File: src/rtl/clk_div_pkg.sv
// rtl/clk_div_pkg.sv - default parameters and helpers for the prescale clock divider
package clk_div_pkg;

  localparam int DEF_PRESC_W   = 6;
  localparam int DEF_RATIO_W   = 8;
  localparam int DEF_BASE_OS   = 32;
  localparam int DEF_MIN_PRESC = 4;

  function automatic logic is_pow2(input logic [31:0] v);
    return (v != 32'd0) && ((v & (v - 32'd1)) == 32'd0);
  endfunction

endpackage

File: src/rtl/prescale_ratio_decode.sv
// rtl/prescale_ratio_decode.sv - maps a power-of-two prescale to division ratio BASE_OS/prescale
module prescale_ratio_decode
  import clk_div_pkg::*;
#(
  parameter int PRESC_W   = DEF_PRESC_W,
  parameter int RATIO_W   = DEF_RATIO_W,
  parameter int BASE_OS   = DEF_BASE_OS,
  parameter int MIN_PRESC = DEF_MIN_PRESC
) (
  input  logic [PRESC_W-1:0] prescale,
  output logic [RATIO_W-1:0] dec_ratio,
  output logic               legal
);

  logic [RATIO_W-1:0] shifted;

  // Only one bit can match once the value is known to be a power of two.
  always_comb begin
    shifted = RATIO_W'(1);
    for (int k = 0; k < PRESC_W; k++) begin
      if (32'(prescale) == (32'd1 << k))
        shifted = RATIO_W'(BASE_OS >> k);
    end
  end

  always_comb begin
    legal = is_pow2(32'(prescale)) &&
            (32'(prescale) >= 32'(MIN_PRESC)) &&
            (32'(prescale) <= 32'(BASE_OS));
    dec_ratio = legal ? shifted : RATIO_W'(1);
  end

endmodule

File: src/rtl/prescale_clk_div.sv
// rtl/prescale_clk_div.sv - prescale-driven divider for the UART RX oversampling clock
// Optional tick output built only when PRESC_DIV_TICK_EN is defined.
module prescale_clk_div
  import clk_div_pkg::*;
#(
  parameter int PRESC_W   = DEF_PRESC_W,
  parameter int RATIO_W   = DEF_RATIO_W,
  parameter int BASE_OS   = DEF_BASE_OS,
  parameter int MIN_PRESC = DEF_MIN_PRESC
) (
  input  logic               i_ref_clk,
  input  logic               i_rst,
  input  logic               i_clk_en,
  input  logic [PRESC_W-1:0] i_prescale,
  output logic               o_div_clk,
  output logic [RATIO_W-1:0] o_ratio,
  output logic               o_cfg_err,
  output logic               o_div_tick
);

  logic [RATIO_W-1:0] dec_ratio;
  logic               legal;
  logic [RATIO_W-1:0] r_req;
  logic [RATIO_W-1:0] r_act;
  logic [RATIO_W-1:0] cnt;
  logic [RATIO_W-1:0] next_r;
  logic [RATIO_W-1:0] next_cnt;
  logic [RATIO_W:0]   next_half;
  logic               last_cnt;
  logic               upd;
  logic               en_q;
  logic               div_q;

  prescale_ratio_decode #(
    .PRESC_W  (PRESC_W),
    .RATIO_W  (RATIO_W),
    .BASE_OS  (BASE_OS),
    .MIN_PRESC(MIN_PRESC)
  ) u_decode (
    .prescale (i_prescale),
    .dec_ratio(dec_ratio),
    .legal    (legal)
  );

  // The first enabled edge parks cnt at 0 so the output opens with a full high phase.
  always_comb begin
    last_cnt  = (cnt == r_act - RATIO_W'(1));
    upd       = last_cnt || !i_clk_en || (r_act == RATIO_W'(1));
    next_r    = upd ? r_req : r_act;
    next_cnt  = (!i_clk_en || !en_q || last_cnt) ? '0 : cnt + RATIO_W'(1);
    next_half = ({1'b0, next_r} + (RATIO_W+1)'(1)) >> 1;
  end

  always_ff @(posedge i_ref_clk) begin
    if (i_rst) begin
      r_req     <= RATIO_W'(1);
      r_act     <= RATIO_W'(1);
      cnt       <= '0;
      en_q      <= 1'b0;
      div_q     <= 1'b0;
      o_cfg_err <= 1'b0;
    end else begin
      r_req     <= dec_ratio;
      r_act     <= next_r;
      cnt       <= next_cnt;
      en_q      <= i_clk_en;
      div_q     <= i_clk_en && (next_r >= RATIO_W'(2)) &&
                   ({1'b0, next_cnt} < next_half);
      o_cfg_err <= ~legal;
    end
  end

  // R = 1 passes the reference clock straight through, gated by the registered enable.
  assign o_div_clk = (r_act == RATIO_W'(1)) ? (i_ref_clk & en_q) : div_q;
  assign o_ratio   = r_act;

`ifdef PRESC_DIV_TICK_EN
  always_ff @(posedge i_ref_clk) begin
    if (i_rst)
      o_div_tick <= 1'b0;
    else
      o_div_tick <= i_clk_en && (next_cnt == '0);
  end
`else
  assign o_div_tick = 1'b0;
`endif

endmodule

File: config.mk
export PLATFORM = sky130hd
export DESIGN_NAME = prescale_clk_div
export DESIGN_NICKNAME = d
export VERILOG_FILES = /design/src/rtl/clk_div_pkg.sv /design/src/rtl/prescale_ratio_decode.sv /design/src/rtl/prescale_clk_div.sv
export SDC_FILE = /design/constraint.sdc
export NUM_CORES = 1
export LEC_CHECK = 0
export CORE_MARGIN = 5
export CORE_UTILIZATION = 50
export CTS_CLUSTER_DIAMETER = 150
export DETAILED_ROUTE_END_ITERATION = 10
export GPL_TIMING_DRIVEN = 0
export PLACE_DENSITY_LB_ADDON = 0.2
export SYNTH_ARGS = -nofsm -noshare
export SYNTH_HDL_FRONTEND = slang
export SYNTH_SLANG_ARGS = --single-unit
export TNS_END_PERCENT = 5
File: constraint.sdc
create_clock -name i_ref_clk -period 6.7 [get_ports i_ref_clk]
set_clock_uncertainty 0.1 [all_clocks]
set_input_delay 1.34 -clock i_ref_clk [delete_from_list [all_inputs] [get_ports i_ref_clk]]
set_output_delay 1.34 -clock i_ref_clk [all_outputs]
set_load 0.05 [all_outputs]
==> out/qor.txt, run 1 <==
Status = finished, final reports clean
Worst-Margin Slew = 541 ps
DRC = 0
HP Class = flop to flop
Via count = 1537
CTS Hold Bufs = 0
Syn_area_per_cell = 8.18 µm²
Post-CTS setup buffer count = 0
Reg2reg start = o_ratio[1]$_SDFF_PP0_
RSZ-0062 raised after global routing = false
Setup slack at placement = 1120 ps
Seq/Total Area, Yosys = 29.3%
Dpl cells = 275
Global-route wire length before repair = 6.60 mm
Hold Crit Endpoint = cnt[0]$_SDFF_PP0_
Power density over cell area = 201 nW/µm²
GRT overflow = 0
Final setup viols = 0
Worst flop-to-flop path endpoint = div_q$_SDFF_PP0_
Drt wl/cell = 13.5 µm
Most frequent CP cell = clkbuf_4
WP data arrival = 4420 ps
Crit path max fanout = 2
Worst setup margin = 844 ps
Main synth FF type = dfxtp_1
Post-Synthesis Cells = 209
R2R setup slack = 2060 ps
Crit-path max cell delay = 690 ps
GPL Wtd Cong = 0.869
Worst hold slack = 440 ps
Leak pwr = 0.794 nW
Top delay family on crit path = buffers and inverters
Hold Fails Final Rpt = 0
Post-synth EDFFs = 0
Ranking of synthesized cells by area = dfxtp_1 (29%), ha_1 (8.8%), xor2_1 (7.2%)
Worst Hold Launch = cnt[0]$_SDFF_PP0_
Synth-to-layout area growth = 17.4%
N_diodes = 0
Via density per instance = 5.45
Post_cts resized = 0
IO Pins = 20
Layout cells sized above 1 = 11.0%
Core footprint = 3310 µm²
Cell taking the most area after synthesis = dfxtp_1
CP startpoint kind = clock port
CP max stage cell = clkdlybuf4s50_1
Synth top cells by count = nor2_1 (32), dfxtp_1 (25), nand2_1 (16)
Async SR Flop Fraction = 0%
Most frequent cell after synthesis = nor2_1
Largest net degree at the start of global routing = 16
Drt total wl = 3.82 mm
DPL Wire Length = 3.02 mm
Synth Warn # = 0
GRT Util Overall = 19.5%
Synth top area share = 29.3%
Rows = 21
Synth Register Bits = 25
Peak supply drop = 97.5 µV
Final net count = 258
CP required = 5260 ps
Synth cell types = 49
Reg clk slew, reported paths = 140 ps
Buf/Inv on CP = 3
Critical path type = clock port to output port
Worst hold path depth = 1
Post-Synthesis Cell Area = 1710 µm²
Cells on worst reg2reg path = 18
CTS tree = done
Slew headroom = 63.6%
Post-route setup TNS = 0 ps
Fin cells = 282
Initial core utilization = 51.6%
Worst path cell trace = clkbuf_4 -> clkbuf_4 -> nand3_1 -> nand2_1 -> clkdlybuf4s50_1
Die Y = 68.5 µm
TritonRoute pass-1 iters = 4
Die area = 4690 µm²
Max Cap Viol = 0
Die X-Extent = 68.5 µm
Critical Path Sink Type = output port
Max-slew violation count = 0
DRT antenna net count = 0
DR iter-0 viols = 97
Worst-skew pair later-pin latency = 440 ps
PortBufs = 18
Antenna violations before repair = 0
Vias in the first global route = 1471
## report_power, final
part	leakage [nW]	switching, mW	total [mW]	internal, mW
clock network	0.0387	0.0634	0.109	0.0460
logic	0.552	0.0818	0.133	0.0509
registers	0.204	0.00634	0.161	0.154
total	0.794	0.152	0.403	0.251
## stage by stage
stage | utilization, % | area (µm²) | total power, mW
2_1_floorplan | - | 1720 | 0.268
6_report | 60.6 | 2010 | 0.403
3_5_place_dp | 59.0 | 1950 | 0.307
4_1_cts | 60.6 | 2010 | 0.407
5_1_grt | 60.6 | 2010 | 0.430
3_3_place_gp | 59.0 | 1950 | 0.305
## layout by cell type, fill, tap and decap left out, drive strengths merged, types with 2 or more instances in the layout
cell type and count:
a21oi 9, inv 8, buf 4, or2 3, nor4b 2, clkdlybuf4s50 18
dfxtp 25, and2b 2, clkbuf 9, nor2b 3, o2111ai 3, and3 5
ha 12, o31a 2, nor2 32, o21ai 12, a21boi 2, nand2 16
xor2 14, and4 2, nand3 12, conb 3, and2 2, nor3 7
o311ai 2, mux2i 2, xnor2 9
## flip-flops by register name (all words and copies together), names as in the netlist
signal,cells
cnt,8
div_q,1
en_q,1
o_cfg_err,1
o_ratio,8
r_req,6
## kinds of logic (layout without fill, tap and decap cells)
family	Yosys count	in the layout	synth area share [%]
and+or+nand+nor	94	94	28.0
AOI/OAI and AO/OA	37	37	16.2
DFF	25	25	29.3
xor gates and xnor gates	23	23	11.8
buffers and inverters	15	40	4.54
adders and majority gates	12	12	8.78
muxes	2	2	1.17
other	1	3	0.219
## final cells by class
cell class | count | area [µm²]
clock inverter | 1 | 7.51
sequential | 25 | 500
inverter | 8 | 30.0
timing repair buffer | 17 | 170
clock buffer | 7 | 55.1
multi-input combinational | 171 | 1140
buffer | 7 | 47.5
tap | 46 | 57.6
fill | 315 | 1300
## metal layers
metal	GRT usage (%)	part of all wire [%]	vias up
li1	-	-	778
met4	7.44	1.4	0
met1	25.6	47	717
met5	0	0	-
met2	29.9	46	33
met3	5.42	5.0	9
## worst max-delay path by stage
stage / startpoint / end / slack [ps] / cells after the start
final: i_ref_clk / o_div_clk / 840 / 5
after detailed placement: i_ref_clk / o_div_clk / 1120 / 3
after floorplan: i_ref_clk / o_div_clk / 1560 / 2
after global routing: i_ref_clk / o_div_clk / 820 / 5
after global placement: i_ref_clk / o_div_clk / 1120 / 3
after CTS: i_ref_clk / o_div_clk / 830 / 5
## worst register-to-register path, cell delays in order, from the launching register on
cell and delay [ps]:
dfxtp_1 390, inv_1 140, ha_1 200, or3b_4 400, o21ba_1 200, a221o_2 430
o31ai_4 380, o21ai_0 160, o21ai_0 160, ha_1 270, nand3_1 90, nor3_1 230
o221ai_2 160, or3_1 330, ha_1 290, and4_1 160, o21ai_0 90, o2111ai_1 280
a41oi_1 70
Note: power is estimated with default switching activity, not from simulation.
==> inputs of run 2 (changes only) <==
==> constraint.sdc (replaced) <==
create_clock -name i_ref_clk -period 5.2 [get_ports i_ref_clk]
set_clock_uncertainty 0.1 [all_clocks]
set_input_delay 1.04 -clock i_ref_clk [delete_from_list [all_inputs] [get_ports i_ref_clk]]
set_output_delay 1.04 -clock i_ref_clk [all_outputs]
set_load 0.05 [all_outputs]
==> results of run 2 <==
The final DEF is identical to that of run 1. Status: finished, final reports clean.
Main changes from that run: setup slack after placement 1120 ps -> 604 ps; setup slack after layout 844 ps -> 394 ps; register-to-register setup slack 2060 ps -> 560 ps; total power 0.403 mW -> 0.519 mW; worst IR drop on VDD 97.5 µV -> 126 µV
==> inputs of run 3 (changes only) <==
--- a/config.mk
+++ b/config.mk
@@ -6,7 +6,7 @@
 export NUM_CORES = 1
 export LEC_CHECK = 0
 export CORE_MARGIN = 5
-export CORE_UTILIZATION = 50
+export CORE_UTILIZATION = 45
 export CTS_CLUSTER_DIAMETER = 150
 export DETAILED_ROUTE_END_ITERATION = 10
 export GPL_TIMING_DRIVEN = 0
==> run 3 against run 2 <==
Effect of this change:
- core utilization fell by 4.8 points
- die area increased by 9.5%
- cell count rose by 0.71%
- routed wire length increased by 1.0%
==> out/qor.txt, run 3 (synthesized netlist as in run 1, its figures left out) <==
Status = finished, final reports clean
Sw frac = 34.6%
Worst setup margin = 406 ps
Commonest non-fill, non-tap cell in the layout = nor2_1
Post_cts resized = 0 (unchanged)
RSZ-0062 raised after global routing = false
GRT Util Overall = 16.4% (-3.0 points)
Post-route setup TNS = 0 ps (unchanged)
Via count = 1518 (-1.2%)
Critical path type = clock port to output port
Die area = 5130 µm² (+9.5%)
N_diodes = 0 (unchanged)
Drt total wl = 3.86 mm (+1.0%)
Synth-to-layout area growth = 19.5%
Rows = 22 (+4.8%)
Leak pwr = 0.811 nW (+2.1%)
Drt wl/cell = 13.6 µm (+0.34%)
Fin cells = 284 (+0.71%)
PortBufs = 18 (unchanged)
Via density per instance = 5.35 (-1.9%)
Reg clk slew, reported paths = 80 ps (-60 ps)
Global-route wire length before repair = 6.76 mm (+2.5%)
Sequential Power Share = 36.4% (-3.5 points)
Cells on worst reg2reg path = 18 (unchanged)
WP data arrival = 3650 ps
Worst path cell trace = clkbuf_8 -> clkbuf_8 -> nand3_1 -> nand2_1 -> clkdlybuf4s50_1
Max Cap Viol = 0 (unchanged)
Hold Fails Final Rpt = 0 (unchanged)
Switch Pwr = 0.197 mW
Final setup viols = 0 (unchanged)
Max-slew violation count = 0 (unchanged)
Vias in the first global route = 1525 (+3.7%)
DRC = 0 (unchanged)
Die X-Extent = 71.6 µm (+4.6%)
Final total power = 0.569 mW
Critical Path Sink Type = output port
Clock power share = 33.6% (+6.4 points)
Worst-Margin Slew = 527 ps (-13.9 ps)
Crit-path max cell delay = 690 ps (about the same)
Layout cells sized above 1 = 10.6% (-0.42 points)
Post-CTS setup buffer count = 0 (unchanged)
Cell internal pwr = 0.372 mW
R2R setup slack = 540 ps
Worst hold path depth = 1 (unchanged)
HP Class = flop to flop
DPL Wire Length = 3.02 mm (about the same)
DR iter-0 viols = 131 (+35%)
CP max stage cell = clkdlybuf4s50_1
CTS tree = done
Setup slack at placement = 600 ps
CP startpoint kind = clock port
TritonRoute pass-1 iters = 4 (unchanged)
Post-DP Area = 1960 µm² (+0.13%)
Crit path max fanout = 2 (unchanged)
Initial core utilization = 46.7% (-4.9 points)
Final net count = 258 (unchanged)
Dpl cells = 277 (+0.73%)
Peak supply drop = 110 µV
Most frequent cells in the layout = nor2_1 (32), dfxtp_1 (25), clkdlybuf4s50_1 (18)
GRT overflow = 0 (unchanged)
Most frequent CP cell = clkbuf_8
DRT antenna net count = 0 (unchanged)
Fin area = 2040 µm² (+1.8%)
Worst-skew pair later-pin latency = 380 ps (-60 ps)
Comb power frac = 30.0% (-2.9 points)
CP required = 4060 ps
Antenna violations before repair = 0 (unchanged)
Largest net degree at the start of global routing = 14 (-2)
CTS Hold Bufs = 0 (unchanged)
Core footprint = 3660 µm² (+11%)
IO Pins = 20 (unchanged)
Die Y = 71.6 µm (+4.6%)
Slew headroom = 64.5% (+0.93 points)
Power density over cell area = 279 nW/µm²
GPL Wtd Cong = 0.872 (+0.25%)
==> run 3: changes by cell type in the layout (fill, tap and decap cells not counted), sizes merged <==
cell,previous run,this run
clkinvlp,1,0
clkbuf,9,10
==> run 3: worst paths after layout <==
| kind | from | end |
|---|---|---|
| worst min-delay path | cnt[0]$_SDFF_PP0_ | cnt[0]$_SDFF_PP0_ |
| worst max register to register | o_ratio[0]$_SDFF_PP1_ | div_q$_SDFF_PP0_ |
| worst min register to register | cnt[0]$_SDFF_PP0_ | cnt[0]$_SDFF_PP0_ |
| worst max-delay path | i_ref_clk | o_div_clk |
==> run 3: area by class of cell <==
cell class / count / area (µm²)
flip-flops and latches: 25 / 500
well taps: 48 / 60.1
repair buffers: 17 / 170
plain buffers: 7 / 47.5
inverters: 8 / 30.0
clock buffers: 8 / 96.3
multi-input cells: 171 / 1140
fillers: 355 / 1620
==> run 3: power groups by stage <==
stage | logic [mW] | clock network [mW] | registers [mW]
2_1_floorplan | 0.113 | 0.00949 | 0.223
3_3_place_gp | 0.168 | 0.0132 | 0.211
3_5_place_dp | 0.170 | 0.0132 | 0.212
4_1_cts | 0.170 | 0.197 | 0.207
5_1_grt | 0.187 | 0.208 | 0.209
6_report | 0.171 | 0.191 | 0.207
==> run 3: metrics by stage <==
step                utilization, %  hold slack [ps]
floorplan                        -              354
global placement              53.5              410
detailed placement            53.5              418
CTS                           55.8              436
global route                  55.8              478
finish                        55.8              432
==> run 3: metal layers <==
layer	part of all wire (%)	wire [µm]	vias up	GRT usage [%]
met4	0.98	38	0	5.64
li1	-	-	779	-
met5	0	0	-	0
met3	6.6	255	4	5.47
met1	48	1860	703	21.8
met2	44	1710	32	24.9
==> run 3: worst max-delay path, delay by kind of cell <==
family        cells  cell delay (ps)
buf+inv           3              920
simple gates      2              140
